==> src/rtl/fifo_pkg.sv <==
// -----------------------------------------------------------------------------
// fifo_pkg
// Shared definitions for the FIFO read-side logic.
//   rd_state_t   : reader control state (IDLE / RUN / DRAIN)
//   FIFO_RD_LAT  : cycles from a read-enable edge to data on the FIFO output
//   RD_BUF_DEPTH : entries in the reader's holding buffer
// -----------------------------------------------------------------------------
package fifo_pkg;

    localparam int FIFO_RD_LAT  = 1;
    localparam int RD_BUF_DEPTH = 2;

    typedef enum logic [1:0] {
        IDLE  = 2'd0,
        RUN   = 2'd1,
        DRAIN = 2'd2
    } rd_state_t;

endpackage

==> src/rtl/rd_skid_buf.sv <==
// -----------------------------------------------------------------------------
// rd_skid_buf
// Small circular holding buffer between the FIFO read port and the stream
// output. Words are pushed at the tail and presented from the head.
//   clk, rst     : clock, asynchronous active-high reset
//   i_push       : write i_push_data at the tail this edge
//   i_push_data  : word to store
//   i_pop        : retire the head entry this edge
//   o_head_data  : current head entry (always driven, even when empty)
//   o_count      : number of stored words
// The caller guarantees no push when full and no pop when empty.
// -----------------------------------------------------------------------------
module rd_skid_buf
    import fifo_pkg::*;
#(
    parameter int Width = 8
) (
    input  logic                                   clk,
    input  logic                                   rst,
    input  logic                                   i_push,
    input  logic [Width-1:0]                       i_push_data,
    input  logic                                   i_pop,
    output logic [Width-1:0]                       o_head_data,
    output logic [$clog2(RD_BUF_DEPTH+1)-1:0]      o_count
);

    localparam int PtrW   = $clog2(RD_BUF_DEPTH);
    localparam int CountW = $clog2(RD_BUF_DEPTH + 1);

    logic [Width-1:0]  r_mem [RD_BUF_DEPTH];
    logic [PtrW-1:0]   r_head;
    logic [PtrW-1:0]   r_tail;
    logic [CountW-1:0] r_count;

    always_ff @(posedge clk or posedge rst) begin
        if (rst) begin
            // NOTE: the storage is reset as well because the head entry is
            // visible on the output port, which must read zero out of reset.
            for (int i = 0; i < RD_BUF_DEPTH; i++) begin
                r_mem[i] <= '0;
            end
            r_head  <= '0;
            r_tail  <= '0;
            r_count <= '0;
        end else begin
            if (i_push) begin
                r_mem[r_tail] <= i_push_data;
                r_tail        <= r_tail + PtrW'(1);
            end
            if (i_pop) begin
                r_head <= r_head + PtrW'(1);
            end
            // Simultaneous push and pop leaves the count unchanged.
            case ({i_push, i_pop})
                2'b10:   r_count <= r_count + CountW'(1);
                2'b01:   r_count <= r_count - CountW'(1);
                default: r_count <= r_count;
            endcase
        end
    end

    assign o_head_data = r_mem[r_head];
    assign o_count     = r_count;

endmodule

==> src/rtl/fifo_stream_reader.sv <==
// -----------------------------------------------------------------------------
// fifo_stream_reader
// Pops words from a synchronous FIFO (1-cycle read latency) and presents them
// as a valid/ready stream, prefetching into a 2-entry holding buffer so the
// stream sustains one word per cycle. Also counts delivered words.
//   clk, rst    : clock, asynchronous active-high reset
//   en          : level enable for new FIFO reads
//   fifo_empty  : FIFO empty flag
//   fifo_data   : FIFO read data, valid the cycle after fifo_r_en
//   fifo_r_en   : FIFO read enable (combinational)
//   m_valid     : output word valid
//   m_data      : output word (head of the holding buffer)
//   m_ready     : consumer ready; m_valid && m_ready is a fire
//   busy        : words buffered or in flight
//   words_out   : fires since reset, wraps modulo 2^CntWidth
// -----------------------------------------------------------------------------
module fifo_stream_reader
    import fifo_pkg::*;
#(
    parameter int Width    = 8,
    parameter int CntWidth = 16
) (
    input  logic                clk,
    input  logic                rst,
    input  logic                en,
    input  logic                fifo_empty,
    input  logic [Width-1:0]    fifo_data,
    output logic                fifo_r_en,
    output logic                m_valid,
    output logic [Width-1:0]    m_data,
    input  logic                m_ready,
    output logic                busy,
    output logic [CntWidth-1:0] words_out
);

    localparam int OccW = $clog2(RD_BUF_DEPTH + 1);

    rd_state_t            r_state;
    rd_state_t            w_state_next;
    logic [OccW-1:0]      r_occ;          // buffered words + reads in flight
    logic [FIFO_RD_LAT-1:0] r_inflight;   // read issued on the previous edge
    logic [CntWidth-1:0]  r_words;
    logic [OccW-1:0]      w_buf_count;
    logic                 w_fire;

    assign w_fire = m_valid && m_ready;

    // A slot is free if occupancy is below depth, or one is being vacated by
    // a fire this same cycle. Reads are held off during reset so nothing
    // popped from the FIFO is lost across the reset release.
    assign fifo_r_en = en && !fifo_empty &&
                       ((r_occ < OccW'(RD_BUF_DEPTH)) || w_fire) && !rst;

    rd_skid_buf #(
        .Width(Width)
    ) u_buf (
        .clk         (clk),
        .rst         (rst),
        .i_push      (r_inflight[FIFO_RD_LAT-1]),
        .i_push_data (fifo_data),
        .i_pop       (w_fire),
        .o_head_data (m_data),
        .o_count     (w_buf_count)
    );

    assign m_valid   = (w_buf_count != '0);
    assign busy      = (r_occ != '0);
    assign words_out = r_words;

    always_ff @(posedge clk or posedge rst) begin
        if (rst) begin
            r_state    <= IDLE;
            r_occ      <= '0;
            r_inflight <= '0;
            r_words    <= '0;
        end else begin
            // NOTE: all state here uses non-blocking assignment so every
            // register samples pre-edge values regardless of statement order.
            r_state    <= w_state_next;
            r_inflight <= fifo_r_en;
            case ({fifo_r_en, w_fire})
                2'b10:   r_occ <= r_occ + OccW'(1);
                2'b01:   r_occ <= r_occ - OccW'(1);
                default: r_occ <= r_occ;
            endcase
            if (w_fire) begin
                r_words <= r_words + CntWidth'(1);
            end
        end
    end

    always_comb begin
        // NOTE: next state defaults to the current state before the case so
        // every path assigns it and no latch is inferred.
        w_state_next = r_state;
        case (r_state)
            IDLE: begin
                if (en) w_state_next = RUN;
            end
            RUN: begin
                if (!en) w_state_next = (r_occ != '0) ? DRAIN : IDLE;
            end
            DRAIN: begin
                if (en)                w_state_next = RUN;
                else if (r_occ == '0)  w_state_next = IDLE;
            end
            default: w_state_next = IDLE;
        endcase
    end

endmodule

==> config.mk <==
export PLATFORM = sky130hd
export DESIGN_NAME = fifo_stream_reader
export DESIGN_NICKNAME = d
export VERILOG_FILES = /design/src/rtl/fifo_pkg.sv /design/src/rtl/rd_skid_buf.sv /design/src/rtl/fifo_stream_reader.sv
export SDC_FILE = /design/constraint.sdc
export NUM_CORES = 1
export LEC_CHECK = 0
export BUFFER_PORTS_ARGS = -buffer_cell sky130_fd_sc_hd__buf_2
export CAP_MARGIN = 5
export CORE_UTILIZATION = 41
export DETAILED_ROUTE_END_ITERATION = 10
export GPL_TIMING_DRIVEN = 0
export PLACE_DENSITY = 0.72
export REMOVE_ABC_BUFFERS = 1
export SLEW_MARGIN = 40
export SYNTH_ARGS = -nofsm -noshare
export SYNTH_HDL_FRONTEND = slang
export SYNTH_SLANG_ARGS = --single-unit
==> constraint.sdc <==
create_clock -name clk -period 2.1 [get_ports clk]
set_input_delay 0.525 -clock clk [delete_from_list [all_inputs] [get_ports clk]]
set_output_delay 0.525 -clock clk [all_outputs]
set_load 0.05 [all_outputs]
**Yosys cells after proc, flatten, opt, wreduce, memory -nomap -nowiden**

Index checks and enable logic that the tools add are counted.

- Add/subtract/negate cells: 7
- Order comparisons: 4
- Eq/ne operators: 4
- Multiplexer cells: 8
- Bitwise operators: 2
- Reduce and logical (&&, ||, !) cells: 12

Operators by type and width:

| kind | number |
|---|---|
| $mux W8 | 4 |
| $add A16 B1 Y16 const B | 1 |
| $bwmux W16 | 1 |
| $demux W8 S1 | 1 |
| $pmux W2 S2 | 2 |
| $reduce_bool A2 Y1 | 4 |
| $logic_and A1 B1 Y1 | 5 |
| $add A2 B1 Y2 const B | 2 |
| $eq A2 B1 Y1 const B | 2 |
| $eq A2 B2 Y1 const B | 2 |
| $ge A2 B2 Y1 const B | 2 |
| $not A1 Y2 | 2 |
| $sub A2 B1 Y2 const B | 2 |
| $add A1 B1 Y1 const B | 2 |
| $logic_not A1 Y1 | 2 |
| $lt A2 B1 Y1 const B | 1 |
| $lt A2 B2 Y1 const B | 1 |
| $logic_or A1 B1 Y1 | 1 |

- Register bits: 39
- Input port bits: 13
- Output and inout bits: 27
- Logic and storage cells: 45

**Logic depth before layout (Yosys ltp)**

- Depth in word-level cells: 7
- Depth in mapped cells: 7
- Depth with buffers taken out: 7

**Modules after synthesis**

Synthesis repeated with hierarchy kept, for this count alone.

- Cells, all modules: 131
- Area total of the unflattened synthesis: 1742.9 µm²

Modules (own cells, without submodules):

| module | times used | cells an instance | area each (µm²) | sequential area each (µm²) |
|---|---|---|---|---|
| rd_skid_buf | 1 | 57 | 897.1 | 500.5 |
| fifo_stream_reader | 1 | 74 | 845.8 | 475.5 |

**Worst setup path after synthesis**

No wires, ideal clock.

- Path type: flip-flop to flip-flop
- From: register r_words[0] (netlist: words_out[0])
- To: register r_words[6] (netlist: words_out[6])
- Setup time: 0.142 ns
- Arrival: 1.560 ns
- Slack: 0.398 ns
- Stages on the path, launching flop included: 6
- Cell sequence: dfrtp_1 -> ha_1 -> o211ai_1 -> nor2_1 -> nand3_1 -> xnor2_1

- Word-level cells in the longest chain between the ends: 1

RTL lines:

| element | line | text |
|---|---|---|
| start: declaration | fifo_stream_reader.sv:42 | `logic [CntWidth-1:0] r_words;` |
| start signal: assignment | fifo_stream_reader.sv:87 | `r_words <= r_words + CntWidth'(1);` |
| $add A16 B1 Y16 | fifo_stream_reader.sv:87 |  |

No other way between the ends.
A chain may end at the register's enable or synchronous reset.

**Worst setup path after layout**

- From: register u_buf.r_head
- To: output m_data[3]

- Word-level cells in the longest chain between the ends: 4

RTL lines:

| element | line | text |
|---|---|---|
| start: declaration | rd_skid_buf.sv:31 | `logic [PtrW-1:0] r_head;` |
| start signal: assignment | rd_skid_buf.sv:51 | `r_head <= r_head + PtrW'(1);` |
| $not A1 Y2 (not written as such) | rd_skid_buf.sv:62 | `assign o_head_data = r_mem[r_head];` |
| $mux W8 (not written as such) (3 in a row) | rd_skid_buf.sv:62 |  |
| end: declaration | fifo_stream_reader.sv:30 | `output logic [Width-1:0] m_data,` |

No other way between the ends. The select of a mux whose other input is x is not followed.

==> results.json <==
{
  "status": "completed",
  "r2r_cells": 6,
  "ys.flop_type": "dfrtp_1",
  "path_max_fanout": 9,
  "ys_ff_latch": 39,
  "leakagePower_nw": 0.999,
  "dieHeight_um": 66.7,
  "setup_tns_ns": 0,
  "firstDrtPassIters": 3,
  "first_iter_violations": 26,
  "fin_nets": 193,
  "grt_start_max_net_pins": 40,
  "fmax_mhz": 502,
  "synth_edf_count": 0,
  "die_w_um": 66.7,
  "num_antenna_cells": 0,
  "die_area_mm2": 0.00445,
  "total_power_mw": 3.33,
  "dp_hpwl_um": 2250,
  "hold_buffers": 0,
  "io_pins": 40,
  "hold_viol_final": 0,
  "gp_congestion": 0.706,
  "drv_slew": 0,
  "path_class": "reg2out",
  "cap_violations": 0,
  "worstSkewPairLatency_ns": 0.29,
  "setup_viol": 0,
  "start_util_pct": 42.9,
  "fill_cells": 353,
  "hp-class": "in2async",
  "syn_area_mm2": 0.00172,
  "required_ns": 1.57,
  "vias": 1120,
  "cts_tree": "done",
  "clock-sinks": 39,
  "grt_pass1_vias": 1133,
  "max_slew_margin_pct": 56.1,
  "cts_made_buffers": 5,
  "grt_first_pass_wirelength_um": 5250,
  "htree_levels": 2,
  "root_buffer": "clkbuf_8",
  "worstSetupStartpointType": "flip-flop",
  "rsz0062_at_grt": "false",
  "synthCells": 129,
  "cp_data_arrival_time_ns": 1.47,
  "netlist-cell-type-count": 21,
  "r2r_end": "r_occ[1]$_DFFE_PP0P_",
  "vdd_drop_max_uv": 1110,
  "async_flop_share_pct": 100,
  "power.density_mw_per_mm2": 1600,
  "grt_usage_pct": 16.6,
  "regArea_um2": 976,
  "totalWireLength_um": 3130,
  "synth-seq-area-share_pct": 56.9,
  "antenna_found_initial": 0,
  "min_period_ns": 1.99,
  "timing.rr.start": "u_buf.o_count[0]$_DFFE_PP0P_",
  "clockBufferDepth": 2,
  "grt-ovfl-total": 0,
  "rrSetupSlack_ns": 0.57,
  "min_period_over_period_pct": 94.9,
  "yosysWarnings": 0,
  "fp-row-count": 23,
  "final_antenna_net_count": 0,
  "multiInputGateArea_um2": 722,
  "wl_per_cell_um": 13.7,
  "layout-drive-gt1-share_pct": 44.9,
  "drc": 0,
  "tightest_slew_ns": 0.657,
  "clk_pin_slew_ns": 0.08,
  "area_growth_pct": 20.9,
  "avgSynthCellArea_um2": 13.3,
  "core_area_mm2": 0.00400,
  "setup.worst_path.end_class": "primary output",
  "io_buffers": 39,
  "post_drt_via_cell_ratio": 4.91,
  "fin_skew_ns": 0.0128
}
registers in the layout (all words and copies together), names as in the netlist:
| register | flops |
|---|---|
| u_buf.r_tail | 1 |
| r_inflight | 1 |
| u_buf.o_count | 2 |
| u_buf.r_head | 1 |
| u_buf.r_mem | 16 |
| r_occ | 2 |
| words_out | 16 |
Yosys cell counts, types with 2 or more instances:
master   count  area [um2]
or2_2        2        12.5
inv_1        4        15.0
nand3_1      6        30.0
and4_1       2        17.5
ha_1         3        37.5
xor2_1       4        35.0
nor2_1       4        15.0
xnor2_1     18         158
dfrtp_1     39         976
nand2_1     11        41.3
and2_1       2        12.5
mux2_2      24         270
nand4_1      2        12.5
cell usage in the layout, fill, tap and decap left out, types with 3 or more instances in the layout:
cell type / count
ha_1: 3
nand3_1: 6
clkbuf_8: 5
inv_1: 3
nor2_1: 4
buf_4: 3
xor2_1: 4
buf_2: 39
mux2_2: 24
xnor2_1: 18
nand2_1: 11
dfrtp_1: 39
power by group:
group,switching [mW],internal (mW),total (mW),leakage (nW)
sequential,0.251,1.03,1.28,0.488
combinational,1.02,0.554,1.57,0.469
clock,0.243,0.233,0.476,0.0422
worst max-delay path by stage:
stage                            startpoint                          to  cells after the start
2_1_floorplan      words_out[0]$_DFFE_PP0P_    words_out[6]$_DFFE_PP0P_                      5
3_3_place_gp                            rst  u_buf.r_mem[6]$_DFFE_PP0P_                      2
3_5_place_dp                        m_ready                   fifo_r_en                      6
4_1_cts        u_buf.o_count[0]$_DFFE_PP0P_                   fifo_r_en                      5
5_1_grt            u_buf.r_head$_DFFE_PP0P_                   m_data[3]                      2
6_report           u_buf.r_head$_DFFE_PP0P_                   m_data[3]                      2
logic make-up (layout without fill, tap and decap cells):
logic type,Yosys count,after routing,synth area share (%)
DFF,39,39,56.9
and+or+nand+nor,33,33,10.6
muxes,24,24,15.7
xor gates and xnor gates,23,23,12.2
buffers and inverters,5,54,1.09
adders and majority gates,3,3,2.19
AOI/OAI and AO/OA,2,2,1.39
worst max-delay path: stages, from the launching register on:
cell,delay [ns]
dfrtp_1,0.58
mux2_2,0.39
buf_2,0.21
layout make-up:
type | count | share of cell area, %
clock buffer | 7 | 3.68
clock inverter | 1 | 0.241
inverter | 4 | 0.784
multi-input combinational | 85 | 34.8
sequential | 39 | 47.0
tap | 50 | 3.01
timing repair buffer | 42 | 10.5
repair_timing:
item                                    in CTS  in global routing
endpoints found under the setup margin       0                  1
resized for setup                            0                  0
setup buffers                                0                  3
metrics by stage:
| step | cells | hold slack [ns] | util (%) | area [um2] | worst slack [ns] |
|---|---|---|---|---|---|
| final | 228 | 0.312 | 51.9 | 2080 | 0.108 |
| after global routing | 228 | 0.359 | 51.9 | 2080 | 0.0226 |
| after CTS | 225 | 0.407 | 51.3 | 2050 | 0.0276 |
| after detailed placement | 217 | 0.475 | 49.3 | 1970 | 0.282 |
| after global placement | 217 | 0.457 | 49.3 | 1970 | 0.272 |
| after floorplan | 128 | 0.455 | - | 1710 | 0.398 |
per-layer routing:
metal | track usage (%) | vias up | wire length (um)
met4 | 7.98 | 0 | 61
li1 | - | 528 | -
met2 | 25.8 | 33 | 1420
met5 | 0 | - | 0
met3 | 5.65 | 6 | 184
met1 | 20.7 | 553 | 1470
(Power assumes the default switching activity.)
